## config.mk

```make
export PLATFORM = sky130hd
export DESIGN_NAME = uop_bundle_packer_flat
export DESIGN_NICKNAME = d
export VERILOG_FILES = /design/src/rtl/uop_pkg.sv /design/src/rtl/uop_bundle_packer_if.sv /design/src/rtl/uop_bundle_packer_compactor.sv /design/src/rtl/uop_bundle_packer.sv /design/src/flat_wrapper.sv
export SDC_FILE = /design/constraint.sdc
export NUM_CORES = 1
export LEC_CHECK = 0
export ABC_AREA = 1
export CELL_PAD_IN_SITES_DETAIL_PLACEMENT = 0
export CELL_PAD_IN_SITES_GLOBAL_PLACEMENT = 1
export CORE_UTILIZATION = 40
export DETAILED_ROUTE_END_ITERATION = 8
export PLACE_DENSITY_LB_ADDON = 0.1
export SETUP_SLACK_MARGIN = 0.4
export SYNTH_ARGS = -nofsm -noshare
export SYNTH_HDL_FRONTEND = slang
export SYNTH_SLANG_ARGS = --single-unit
```

## constraint.sdc

```tcl
create_clock -name clk_in -period 12.15 [get_ports clk_in]
set_clock_uncertainty 0.05 [all_clocks]
set_input_delay 1.215 -clock clk_in [delete_from_list [all_inputs] [get_ports clk_in]]
set_output_delay 1.215 -clock clk_in [all_outputs]
set_load 0.02 [all_outputs]
```

## src/rtl/uop_pkg.sv

```systemverilog
// Shared micro-op definitions for the decode/queue boundary.
// Holds the machine-width constants, the uop record and the packer's state type.
package uop_pkg;

    localparam int SUPER_SCALAR_WIDTH = 2;
    localparam int MAX_CRACK          = 4;
    localparam int INSTR_Q_WIDTH      = 8;
    localparam int INSTR_Q_DEPTH      = 16;

    typedef struct packed {
        logic [7:0]  opcode;
        logic [7:0]  rd;
        logic [15:0] imm;
    } uop_insn;

    typedef logic [$clog2(MAX_CRACK+1)-1:0] crack_cnt_t;

    // IDLE means no held uops; DRAIN means some remain to be enqueued.
    typedef enum logic {
        PACK_IDLE  = 1'b0,
        PACK_DRAIN = 1'b1
    } pack_state_e;

    // Largest of three widths, used to size the grant arithmetic.
    function automatic int maxOf3(input int a, input int b, input int c);
        int m;
        m = a;
        if (b > m) m = b;
        if (c > m) m = c;
        return m;
    endfunction

endpackage

```

## src/rtl/uop_bundle_packer_if.sv

```systemverilog
// Decoder-to-instruction-queue bundle interface seen by the packer.
// The master side is the decoder plus queue; the slave side is the packer.
interface uop_bundle_packer_if #(
    parameter int SS_WIDTH  = uop_pkg::SUPER_SCALAR_WIDTH,
    parameter int MAX_CRACK = uop_pkg::MAX_CRACK,
    parameter int Q_WIDTH   = uop_pkg::INSTR_Q_WIDTH,
    parameter int Q_DEPTH   = uop_pkg::INSTR_Q_DEPTH
);

    logic                               flush_in;
    logic                               bundle_valid_in;
    logic                               bundle_ready_out;
    uop_pkg::uop_insn                   uops_in      [SS_WIDTH][MAX_CRACK];
    logic [$clog2(MAX_CRACK+1)-1:0]     crack_cnt_in [SS_WIDTH];
    logic [$clog2(Q_DEPTH+1)-1:0]       q_size_in;
    uop_pkg::uop_insn                   q_out        [Q_WIDTH];
    logic [$clog2(Q_WIDTH+1)-1:0]       enq_out;
    logic                               busy_out;

    modport master (
        output flush_in,
        output bundle_valid_in,
        output uops_in,
        output crack_cnt_in,
        output q_size_in,
        input  bundle_ready_out,
        input  q_out,
        input  enq_out,
        input  busy_out
    );

    modport slave (
        input  flush_in,
        input  bundle_valid_in,
        input  uops_in,
        input  crack_cnt_in,
        input  q_size_in,
        output bundle_ready_out,
        output q_out,
        output enq_out,
        output busy_out
    );

endinterface

```

## src/rtl/uop_bundle_packer_compactor.sv

```systemverilog
// Squeezes a cracked bundle into program order with no gaps.
// Counts above MAX_CRACK are clamped before they contribute to the prefix sums.
module uop_compactor #(
    parameter int SS_WIDTH  = uop_pkg::SUPER_SCALAR_WIDTH,
    parameter int MAX_CRACK = uop_pkg::MAX_CRACK,
    parameter int CNT_W     = $clog2(SS_WIDTH*MAX_CRACK+1)
) (
    input  uop_pkg::uop_insn                 uops_i     [SS_WIDTH][MAX_CRACK],
    input  logic [$clog2(MAX_CRACK+1)-1:0]   crackCnt_i [SS_WIDTH],
    output uop_pkg::uop_insn                 dense_o    [SS_WIDTH*MAX_CRACK],
    output logic [CNT_W-1:0]                 total_o
);

    localparam int CCW   = $clog2(MAX_CRACK+1);
    localparam int TOTAL = SS_WIDTH * MAX_CRACK;

    logic [CCW-1:0]   clampedCnt [SS_WIDTH];
    logic [CNT_W-1:0] slotOffset [SS_WIDTH];

    // Clamp each slot's count and form the running offset where that slot starts.
    always_comb begin : prefixSum
        logic [CNT_W-1:0] running;
        running = '0;
        for (int s = 0; s < SS_WIDTH; s++) begin
            clampedCnt[s] = (crackCnt_i[s] > CCW'(MAX_CRACK)) ? CCW'(MAX_CRACK) : crackCnt_i[s];
            slotOffset[s] = running;
            running       = running + CNT_W'(clampedCnt[s]);
        end
        total_o = running;
    end

    // Each dense position picks the one live uop whose slot offset plus index lands on it.
    always_comb begin
        for (int j = 0; j < TOTAL; j++) begin
            dense_o[j] = '0;
            for (int s = 0; s < SS_WIDTH; s++) begin
                for (int k = 0; k < MAX_CRACK; k++) begin
                    if ((CCW'(k) < clampedCnt[s]) &&
                        ((slotOffset[s] + CNT_W'(k)) == CNT_W'(j))) begin
                        dense_o[j] = uops_i[s][k];
                    end
                end
            end
        end
    end

endmodule

```

## src/rtl/uop_bundle_packer.sv

```systemverilog
// Packs a decoder bundle into the instruction queue's variable-width enqueue port.
// Holds leftovers across cycles and stalls the decoder until the bundle is fully handed off.
module uop_bundle_packer #(
    parameter int SS_WIDTH  = uop_pkg::SUPER_SCALAR_WIDTH,
    parameter int MAX_CRACK = uop_pkg::MAX_CRACK,
    parameter int Q_WIDTH   = uop_pkg::INSTR_Q_WIDTH,
    parameter int Q_DEPTH   = uop_pkg::INSTR_Q_DEPTH
) (
    input  logic                clk_in,
    input  logic                rst_in,
    uop_bundle_packer_if.slave  bus
);

    localparam int TOTAL  = SS_WIDTH * MAX_CRACK;
    localparam int CNT_W  = $clog2(TOTAL+1);
    localparam int QSZ_W  = $clog2(Q_DEPTH+1);
    localparam int ENQ_W  = $clog2(Q_WIDTH+1);
    localparam int MATH_W = uop_pkg::maxOf3(CNT_W, QSZ_W, ENQ_W) + 1;
    localparam int BUF_AW = (TOTAL > 1) ? $clog2(TOTAL) : 1;

    uop_pkg::pack_state_e state_q, state_d;
    logic [CNT_W-1:0]     remCnt_q, remCnt_d;
    logic [CNT_W-1:0]     cursor_q, cursor_d;
    uop_pkg::uop_insn     uopBuf_q [TOTAL];

    uop_pkg::uop_insn     denseUops [TOTAL];
    logic [CNT_W-1:0]     denseTotal;
    logic [MATH_W-1:0]    freeSlots;
    logic [MATH_W-1:0]    grant;
    logic                 readyInt;
    logic                 loadBundle;

    uop_compactor #(
        .SS_WIDTH  (SS_WIDTH),
        .MAX_CRACK (MAX_CRACK),
        .CNT_W     (CNT_W)
    ) compactor (
        .uops_i     (bus.uops_in),
        .crackCnt_i (bus.crack_cnt_in),
        .dense_o    (denseUops),
        .total_o    (denseTotal)
    );

    // State register: reset empties the packer so nothing held survives.
    always_ff @(posedge clk_in) begin
        if (rst_in) begin
            state_q  <= uop_pkg::PACK_IDLE;
            remCnt_q <= '0;
            cursor_q <= '0;
        end else begin
            state_q  <= state_d;
            remCnt_q <= remCnt_d;
            cursor_q <= cursor_d;
        end
    end

    // Held bundle storage, written only when a new bundle is accepted.
    always_ff @(posedge clk_in) begin
        if (loadBundle) begin
            uopBuf_q <= denseUops;
        end
    end

    // Next-state: flush discards, accept reloads, otherwise advance by what was granted.
    always_comb begin
        state_d    = state_q;
        remCnt_d   = remCnt_q;
        cursor_d   = cursor_q;
        loadBundle = 1'b0;
        if (bus.flush_in) begin
            state_d  = uop_pkg::PACK_IDLE;
            remCnt_d = '0;
            cursor_d = '0;
        end else if (bus.bundle_valid_in && readyInt) begin
            loadBundle = 1'b1;
            remCnt_d   = denseTotal;
            cursor_d   = '0;
            state_d    = (denseTotal != '0) ? uop_pkg::PACK_DRAIN : uop_pkg::PACK_IDLE;
        end else begin
            remCnt_d = remCnt_q - CNT_W'(grant);
            cursor_d = cursor_q + CNT_W'(grant);
            state_d  = (remCnt_d != '0) ? uop_pkg::PACK_DRAIN : uop_pkg::PACK_IDLE;
        end
    end

    // Outputs: grant is the smallest of held uops, port width and queue space, widened so nothing wraps.
    always_comb begin
        if (MATH_W'(bus.q_size_in) >= MATH_W'(Q_DEPTH)) begin
            freeSlots = '0;
        end else begin
            freeSlots = MATH_W'(Q_DEPTH) - MATH_W'(bus.q_size_in);
        end

        grant = MATH_W'(remCnt_q);
        if (grant > MATH_W'(Q_WIDTH)) grant = MATH_W'(Q_WIDTH);
        if (grant > freeSlots)        grant = freeSlots;
        if ((state_q == uop_pkg::PACK_IDLE) || bus.flush_in || rst_in) grant = '0;

        readyInt             = !bus.flush_in && !rst_in && (MATH_W'(remCnt_q) == grant);
        bus.bundle_ready_out = readyInt;
        bus.enq_out          = ENQ_W'(grant);
        bus.busy_out         = (remCnt_q != '0);

        for (int i = 0; i < Q_WIDTH; i++) begin
            logic [MATH_W-1:0] idx;
            idx = MATH_W'(cursor_q) + MATH_W'(i);
            if ((MATH_W'(i) < grant) && (idx < MATH_W'(TOTAL))) begin
                bus.q_out[i] = uopBuf_q[idx[BUF_AW-1:0]];
            end else begin
                bus.q_out[i] = '0;
            end
        end
    end

endmodule
```

## src/flat_wrapper.sv

```systemverilog
// flat-port wrapper written by rule: the top's interface ports become plain ports
module uop_bundle_packer_flat 
#(
    parameter int SS_WIDTH  = uop_pkg::SUPER_SCALAR_WIDTH,
    parameter int MAX_CRACK = uop_pkg::MAX_CRACK,
    parameter int Q_WIDTH   = uop_pkg::INSTR_Q_WIDTH,
    parameter int Q_DEPTH   = uop_pkg::INSTR_Q_DEPTH
)
  (clk_in, rst_in, bus_flush_in, bus_bundle_valid_in, bus_uops_in, bus_crack_cnt_in, bus_q_size_in, bus_bundle_ready_out, bus_q_out, bus_enq_out, bus_busy_out);
  uop_bundle_packer_if #(.SS_WIDTH(SS_WIDTH), .MAX_CRACK(MAX_CRACK), .Q_WIDTH(Q_WIDTH), .Q_DEPTH(Q_DEPTH)) bus_i ();
  input  logic clk_in;
  input  logic rst_in;
  input wire logic [$bits(bus_i.flush_in)-1:0] bus_flush_in;
  input wire logic [$bits(bus_i.bundle_valid_in)-1:0] bus_bundle_valid_in;
  input wire logic [$bits(bus_i.uops_in)-1:0] bus_uops_in;
  input wire logic [$bits(bus_i.crack_cnt_in)-1:0] bus_crack_cnt_in;
  input wire logic [$bits(bus_i.q_size_in)-1:0] bus_q_size_in;
  output wire logic [$bits(bus_i.bundle_ready_out)-1:0] bus_bundle_ready_out;
  output wire logic [$bits(bus_i.q_out)-1:0] bus_q_out;
  output wire logic [$bits(bus_i.enq_out)-1:0] bus_enq_out;
  output wire logic [$bits(bus_i.busy_out)-1:0] bus_busy_out;
  assign bus_i.flush_in = bus_flush_in;
  assign bus_i.bundle_valid_in = bus_bundle_valid_in;
  assign bus_i.uops_in = {>>{bus_uops_in}};
  assign bus_i.crack_cnt_in = {>>{bus_crack_cnt_in}};
  assign bus_i.q_size_in = bus_q_size_in;
  assign bus_bundle_ready_out = bus_i.bundle_ready_out;
  assign bus_q_out = {>>{bus_i.q_out}};
  assign bus_enq_out = bus_i.enq_out;
  assign bus_busy_out = bus_i.busy_out;
  uop_bundle_packer #(.SS_WIDTH(SS_WIDTH), .MAX_CRACK(MAX_CRACK), .Q_WIDTH(Q_WIDTH), .Q_DEPTH(Q_DEPTH)) u_core (.clk_in(clk_in), .rst_in(rst_in), .bus(bus_i));
endmodule
```

==> parameters.txt, run 1 <==
Parameter                              Value

Run status
  Run status    finished clean

Clocking
  Clk Latency, worst-skew pair    530 ps
  Gates resized, CTS repair    0
  Clock root buffer    sky130_fd_sc_hd__clkbuf_16
  Quantity of hold-fixing buffers added after cts    0
  Number of sinks handled by clock tree synthesis    265
  Clock Path Buffers    3
  Clock-pin slew on the worst setup and hold paths    60 ps
  CTS tree    built
  Clock H-tree levels    1
  Inserted Clock Buffers    24
  Number of setup buffers added after CTS    0

Logic synthesis
  Number of flops mapped to enable cells by yosys    256
  Synth cell types    53
  Syn_nets    4,354
  Number of storage elements in the synthesis netlist    265
  Share of flip-flops with an asynchronous set or reset    0%
  Post-synthesis cell count    4,057
  Share of the yosys chip area belonging to registers    30.4%
  Predominant post-synthesis flop cell    sky130_fd_sc_hd__edfxtp_1
  Number of synthesis warnings    0
  Mean post-synth cell area    6.37 um^2
  Synthesized area    25,800 um^2

Routing
  Detailed route wirelength on metal3    15,900 um
  Wire length reported by the detailed router    117,000 um
  Highest routing layer actually used    met5
  Residual antenna-violating net count after detailed routing    0
  Number of vias after detailed routing    28,900
  Remaining DRCs    0
  Vias per std cell    5.54
  Met2 WL post-DR    42,400 um
  Count of TritonRoute iterations in the first routing pass    7
  Iteration-0 DRC Markers    4,238
  Met1 wire length    57,200 um
  Average wire length per cell after detail routing    22.4 um

Timing
  Count of final setup violators    0
  F_max    144 MHz
  Number of hold violations in the final report    0
  Pin slew with the least headroom to its limit    1160 ps
  Total count of max-transition violations in the final report    0
  Setup repair after global routing missed its margin    false
  Final worst path period need    6930 ps
  Final Worst Setup Slack    5220 ps
  Setup TNS    0 ps
  Final Cycle Share    57.0%
  Slew margin rel.    22.4%

Die
  Floorplan row count    92
  Area enclosed by the die boundary    65,600 um^2
  Die Span X    256 um
  Height of the chip    256 um
  Starting utilization of the core area    40.8%
  Area inside the core boundary    63,400 um^2
  Num ports    533

Place
  Final RePlAce weighted congestion    0.948
  Half-perimeter wire length after placement    92,100 um
  Worst setup timing slack at the placement stage    5200 ps
  Number of buffer cells added on primary ports    532

Setup path
  Largest stage delay on the critical path    640 ps
  CP required    10,890 ps
  Critical path capture point type    output port
  CP arrival    5660 ps
  Kind of critical path    in2out
  Critical path startpoint category    primary input
  Cell with the largest stage delay on the worst path    sky130_fd_sc_hd__clkdlybuf4s50_1
  Worst-path fanout max    32
  Cell-by-cell trace of the critical path    clkdlybuf4s50_1 > inv_1 > ha_1 > nand2_1 > inv_1 > ha_1 > a21oi_4 > nand3_1 > ha_1 > nand2_1 > clkinv_1 > nand2_1 > a21oi_2 > nand2_4 > o21ai_1 > nand2_2 > nor2_8 > inv_2 > nand4_1 > nand3_2 > nor2_1 > clkdlybuf4s50_1

Power
  Power Dens Cells    74.9 nW/um^2
  VDD IR-drop max    0.0843 mV
  LEAKAGE    13.5 nW

Global routing
  Gr ovfl total    0
  Number of global-route vias before repair    24,400
  Pin count of the biggest net entering global routing    273
  Initial antenna violation count    15
  All-Layer GR Usage    34.2%
  First-pass GRT wire length    169,000 um

Cells and area
  Most frequent cells in the layout    sky130_fd_sc_hd__nand2_1 (1,044), sky130_fd_sc_hd__o21ai_0 (864), sky130_fd_sc_hd__inv_1 (620), sky130_fd_sc_hd__clkdlybuf4s50_1 (531), sky130_fd_sc_hd__nor2_1 (378)
  Fraction of layout cells with a size suffix above 1    5.22%
  Layout Area Growth over Synthesis    24.3%
  Total of fill cells in the finished design    6,425
  Number of nets in the finished design    4,646
  Most frequent standard cell in the layout excluding fill and tap cells    sky130_fd_sc_hd__nand2_1

Flow run
  Reported max-cap violation count    0

Worst hold path
  Type of the worst min-delay path    reg2reg
-- per-stage QoR --
stage	cell area [um^2]	util, %	hold slack, ps	total power [mW]	instances
final	32100	50.7	656	2.41	5217
after CTS	32100	50.7	654	2.39	5212
after detailed placement	31400	49.5	646	1.66	5169
after floorplan	25800	-	571	1.36	4057
after global placement	31400	49.5	644	1.66	5169
after global routing	32100	50.7	746	2.48	5214
-- flip-flops by register name, indices dropped and copies added (netlist names) --
name,flops
u_core.cursor_q,4
u_core.remCnt_q,4
u_core.state_q,1
u_core.uopBuf_q,256
-- cells in the mapped netlist, types with 4 or more instances --
cell | instances | area share (%)
sky130_fd_sc_hd__o21ai_1 | 9 | 0.17
sky130_fd_sc_hd__o311ai_0 | 19 | 0.64
sky130_fd_sc_hd__nand2_2 | 4 | 0.097
sky130_fd_sc_hd__buf_6 | 6 | 0.26
sky130_fd_sc_hd__xor2_1 | 4 | 0.14
sky130_fd_sc_hd__clkbuf_1 | 190 | 2.8
sky130_fd_sc_hd__o21ai_0 | 864 | 17
sky130_fd_sc_hd__inv_1 | 622 | 9.0
sky130_fd_sc_hd__dfxtp_1 | 9 | 0.70
sky130_fd_sc_hd__nor2_1 | 382 | 5.5
sky130_fd_sc_hd__o2111ai_1 | 33 | 1.1
sky130_fd_sc_hd__mux2_2 | 62 | 2.7
sky130_fd_sc_hd__buf_1 | 44 | 0.64
sky130_fd_sc_hd__a21oi_1 | 46 | 0.89
sky130_fd_sc_hd__nor2_2 | 7 | 0.17
sky130_fd_sc_hd__o211ai_1 | 52 | 1.5
sky130_fd_sc_hd__ha_1 | 23 | 1.1
sky130_fd_sc_hd__a211oi_1 | 34 | 0.99
sky130_fd_sc_hd__nand4_1 | 5 | 0.12
sky130_fd_sc_hd__edfxtp_1 | 256 | 30
sky130_fd_sc_hd__nand3_2 | 4 | 0.15
sky130_fd_sc_hd__buf_2 | 61 | 1.2
sky130_fd_sc_hd__mux2i_1 | 4 | 0.15
sky130_fd_sc_hd__o311ai_1 | 13 | 0.44
sky130_fd_sc_hd__nand2_1 | 1051 | 15
sky130_fd_sc_hd__inv_2 | 12 | 0.17
sky130_fd_sc_hd__o221ai_1 | 73 | 2.5
sky130_fd_sc_hd__nand3_1 | 68 | 1.3
sky130_fd_sc_hd__a31oi_1 | 33 | 0.80
sky130_fd_sc_hd__a211oi_2 | 29 | 1.4
-- layer usage --
metal | track usage, % | up-vias
li1 | - | 14000
met1 | 57.3 | 13000
met2 | 42.8 | 1765
met3 | 8.69 | 116
met4 | 4.27 | 16
met5 | 0 | -
-- critical path, delay by kind of cell --
family	cells	cell delay [ps]
AO/OA/AOI/OAI	3	540
adder cells (fa/ha/maj)	3	740
buffers and inverters	6	1390
AND/OR/NAND/NOR	10	1770
-- cell type report --
cell class                 count  area [um^2]  area share, %
antenna                        5         12.5         0.0389
timing repair buffer         568         5600           17.4
sequential                   265         7880           24.5
inverter                     637         2400           7.48
tap                          846         1060           3.29
multi-input combinational   2853        14400           44.9
clock inverter                16          128          0.397
clock buffer                  27          633           1.97
-- power breakdown --
group	internal [mW]	switching (mW)	leakage, nW
Sequential	1.06	0.0226	2.43
Clock	0.416	0.324	0.365
Combinational	0.193	0.395	10.7
Total	1.66	0.741	13.5
-- logic make-up (layout without fill, tap and decap cells) --
group | count (synthesis) | count (layout) | synth area share (%)
buf+inv | 939 | 1248 | 14.1
other cells | 0 | 5 | 0
fa+ha+maj | 26 | 26 | 1.35
flops | 265 | 265 | 30.4
xor+xnor | 6 | 6 | 0.203
mux | 66 | 66 | 2.86
compound gates | 1219 | 1219 | 27.8
simple gates | 1536 | 1536 | 23.3
-- worst paths after layout --
check	startpoint	endpoint	slack [ps]	cells after the start
setup / recovery	bus_q_size_in[0]	bus_q_out[108]	5220	22
hold reg to reg	u_core.remCnt_q[0]	u_core.remCnt_q[0]	660	4
hold / removal	u_core.remCnt_q[0]	u_core.remCnt_q[0]	660	4
setup reg to reg	u_core.remCnt_q[3]	u_core.uopBuf_q[135]	7330	17
Note: power is estimated with default switching activity, not from simulation.
==> run 2: changes to the inputs <==
- CORE_UTILIZATION: 40 -> 37
- clock period: 12.15 -> 6.6 ns (I/O delays scaled with it)
==> parameters.txt, run 2 (synthesis gave the netlist of run 1 again) <==
Parameter                              Value

Run status
  Run status    finished clean

Setup path
  Worst-path fanout max    32
  Critical path capture point type    output port
  Kind of critical path    in2out
  Delay-heaviest family, CP    simple AND/OR/NAND/NOR gates
  CP arrival    5120 ps
  Critical path startpoint category    primary input
  Cell depth of the worst flop-to-flop path    17
  Cell with the largest stage delay on the worst path    sky130_fd_sc_hd__clkdlybuf4s50_1
  Cell-by-cell trace of the critical path    clkdlybuf4s50_1 > inv_1 > ha_1 > nand2_1 > inv_1 > ha_1 > a21oi_4 > nand3_1 > ha_1 > nand2_1 > clkinv_1 > nand2_1 > a21oi_2 > nand2_4 > o21ai_1 > nand2_2 > nor2_8 > nand2_1 > nand2_1 > nand3_4 > a211oi_1 > clkdlybuf4s50_1
  CP required    5890 ps
  Reg-to-reg setup timing slack    2560 ps
  Largest stage delay on the critical path    670 ps
  Cell repeated most along the worst path    sky130_fd_sc_hd__nand2_1
  Worst path buffer plus inverter count    5
  Endpoint of the worst-slack reg-to-reg timing path    u_core.uopBuf_q[54]
  Startpoint of the worst-slack reg-to-reg timing path    u_core.remCnt_q[3]

Cells and area
  Layout Area Growth over Synthesis    26.1%
  Most frequent standard cell in the layout excluding fill and tap cells    sky130_fd_sc_hd__nand2_1
  End-of-flow core utilization    47.3%
  Fraction of layout cells with a size suffix above 1    5.66%
  Reg with most FFs    u_core.uopBuf_q
  Most frequent cells in the layout    sky130_fd_sc_hd__nand2_1 (1,044), sky130_fd_sc_hd__o21ai_0 (864), sky130_fd_sc_hd__inv_1 (620), sky130_fd_sc_hd__clkdlybuf4s50_1 (531), sky130_fd_sc_hd__nor2_1 (378)
  Top Registers    u_core.uopBuf_q (256), u_core.cursor_q (4), u_core.remCnt_q (4)
  Number of nets in the finished design    4,661
  Number of flip-flops under the largest register name    256

Global routing
  Pin count of the biggest net entering global routing    285
  Initial antenna violation count    17
  First-pass GRT wire length    171,000 um
  Gr ovfl total    0
  All-Layer GR Usage    32.6%
  Number of global-route vias before repair    24,400

Die
  Starting utilization of the core area    37.6%
  Die Span X    266 um
  Floorplan row count    96
  Num ports    533
  Height of the chip    266 um
  Area enclosed by the die boundary    70,900 um^2
  Area inside the core boundary    68,800 um^2

Clocking
  Clock-pin slew on the worst setup and hold paths    60 ps
  Clock root buffer    sky130_fd_sc_hd__clkbuf_16
  Quantity of hold-fixing buffers added after cts    0
  Clk Latency, worst-skew pair    540 ps
  Clock H-tree levels    1
  CTS tree    built
  Number of setup buffers added after CTS    0
  Clock Path Buffers    3
  Inserted Clock Buffers    27
  Gates resized, CTS repair    0
  Number of sinks handled by clock tree synthesis    265

Timing
  Number of hold violations in the final report    0
  Count of final setup violators    0
  Setup repair after global routing missed its margin    false
  Total count of max-transition violations in the final report    0
  F_max    172 MHz
  Slew margin rel.    22.4%
  Setup TNS    0 ps
  Final worst path period need    5830 ps
  Pin slew with the least headroom to its limit    1160 ps
  Final Cycle Share    88.3%

Routing
  Average wire length per cell after detail routing    22.5 um
  Number of vias after detailed routing    28,900
  Count of TritonRoute iterations in the first routing pass    7
  Vias per std cell    5.42
  Remaining DRCs    0
  Iteration-0 DRC Markers    4,117
  Residual antenna-violating net count after detailed routing    0
  Wire length reported by the detailed router    120,000 um

Power
  Power Dens Cells    145 nW/um^2
  VDD IR-drop max    0.127 mV
  LEAKAGE    13.7 nW

Flow run
  Reported max-cap violation count    0

Place
  Final RePlAce weighted congestion    0.950
  Number of buffer cells added on primary ports    532
  Half-perimeter wire length after placement    96,000 um

Worst hold path
  Cell depth of the worst min-delay path    4
  Hold wc startpoint    u_core.remCnt_q[0]
  Type of the worst min-delay path    reg2reg
  Hold EP    u_core.remCnt_q[0]
[run 2: cell type report]
type / instances / area (um^2)
Antenna cell: 12 / 30.0
Clock buffer: 31 / 691
Clock inverter: 17 / 244
Fill cell: 7095 / 36200
Inverter: 637 / 2400
Multi-Input combinational cell: 2853 / 14400
Sequential cell: 265 / 7880
Tap cell: 931 / 1160
Timing Repair Buffer: 580 / 5740
[run 2: worst reg2reg max path, stage by stage (launching register included)]
cell	delay [ps]
sky130_fd_sc_hd__dfxtp_1	490
sky130_fd_sc_hd__inv_1	180
sky130_fd_sc_hd__nand2_1	150
sky130_fd_sc_hd__ha_1	240
sky130_fd_sc_hd__nand2_1	70
sky130_fd_sc_hd__nor2_1	50
sky130_fd_sc_hd__a21oi_2	200
sky130_fd_sc_hd__nand2_4	110
sky130_fd_sc_hd__o21ai_1	100
sky130_fd_sc_hd__nand2_2	100
sky130_fd_sc_hd__nor2_8	170
sky130_fd_sc_hd__inv_2	120
sky130_fd_sc_hd__ha_1	300
sky130_fd_sc_hd__nand2_1	60
sky130_fd_sc_hd__nor2_1	210
sky130_fd_sc_hd__nand3_2	240
sky130_fd_sc_hd__inv_8	380
sky130_fd_sc_hd__buf_4	460
[run 2: layer usage]
layer	part of all wire (%)	global-route usage [%]	up-vias
li1	-	-	14000
met1	50	55.0	13200
met2	37	41.2	1609
met3	12	6.54	89
met4	1.3	4.55	0
met5	0	0	-
[run 2: power breakdown]
group	internal (mW)	switching (mW)	leakage [nW]
registers	1.94	0.0441	2.43
clock network	0.985	0.647	0.459
logic	0.360	0.731	10.8
[run 2: worst max-delay path by stage]
stage	start	to	slack (ps)	cells past startpoint
after floorplan	bus_q_size_in[0]	u_core.uopBuf_q[0]	1220	22
after global placement	bus_q_size_in[1]	bus_q_out[100]	840	22
after detailed placement	bus_q_size_in[0]	bus_q_out[107]	730	22
after CTS	bus_q_size_in[0]	bus_q_out[107]	730	22
after global routing	bus_q_size_in[1]	bus_q_out[63]	430	22
final	bus_q_size_in[0]	bus_q_out[63]	770	22
[run 2: metrics by stage]
| stage | total power [mW] | hold slack, ps | setup WS (ps) | instance area (um^2) | cells |
|---|---|---|---|---|---|
| 5_1_grt | 4.86 | 678 | 431 | 32600 | 5325 |
| 3_5_place_dp | 3.06 | 648 | 730 | 31600 | 5266 |
| 2_1_floorplan | 2.50 | 571 | 1220 | 25900 | 4057 |
| 6_report | 4.71 | 662 | 773 | 32600 | 5326 |
| 3_3_place_gp | 3.07 | 648 | 842 | 31600 | 5266 |
| 4_1_cts | 4.68 | 642 | 729 | 32500 | 5314 |
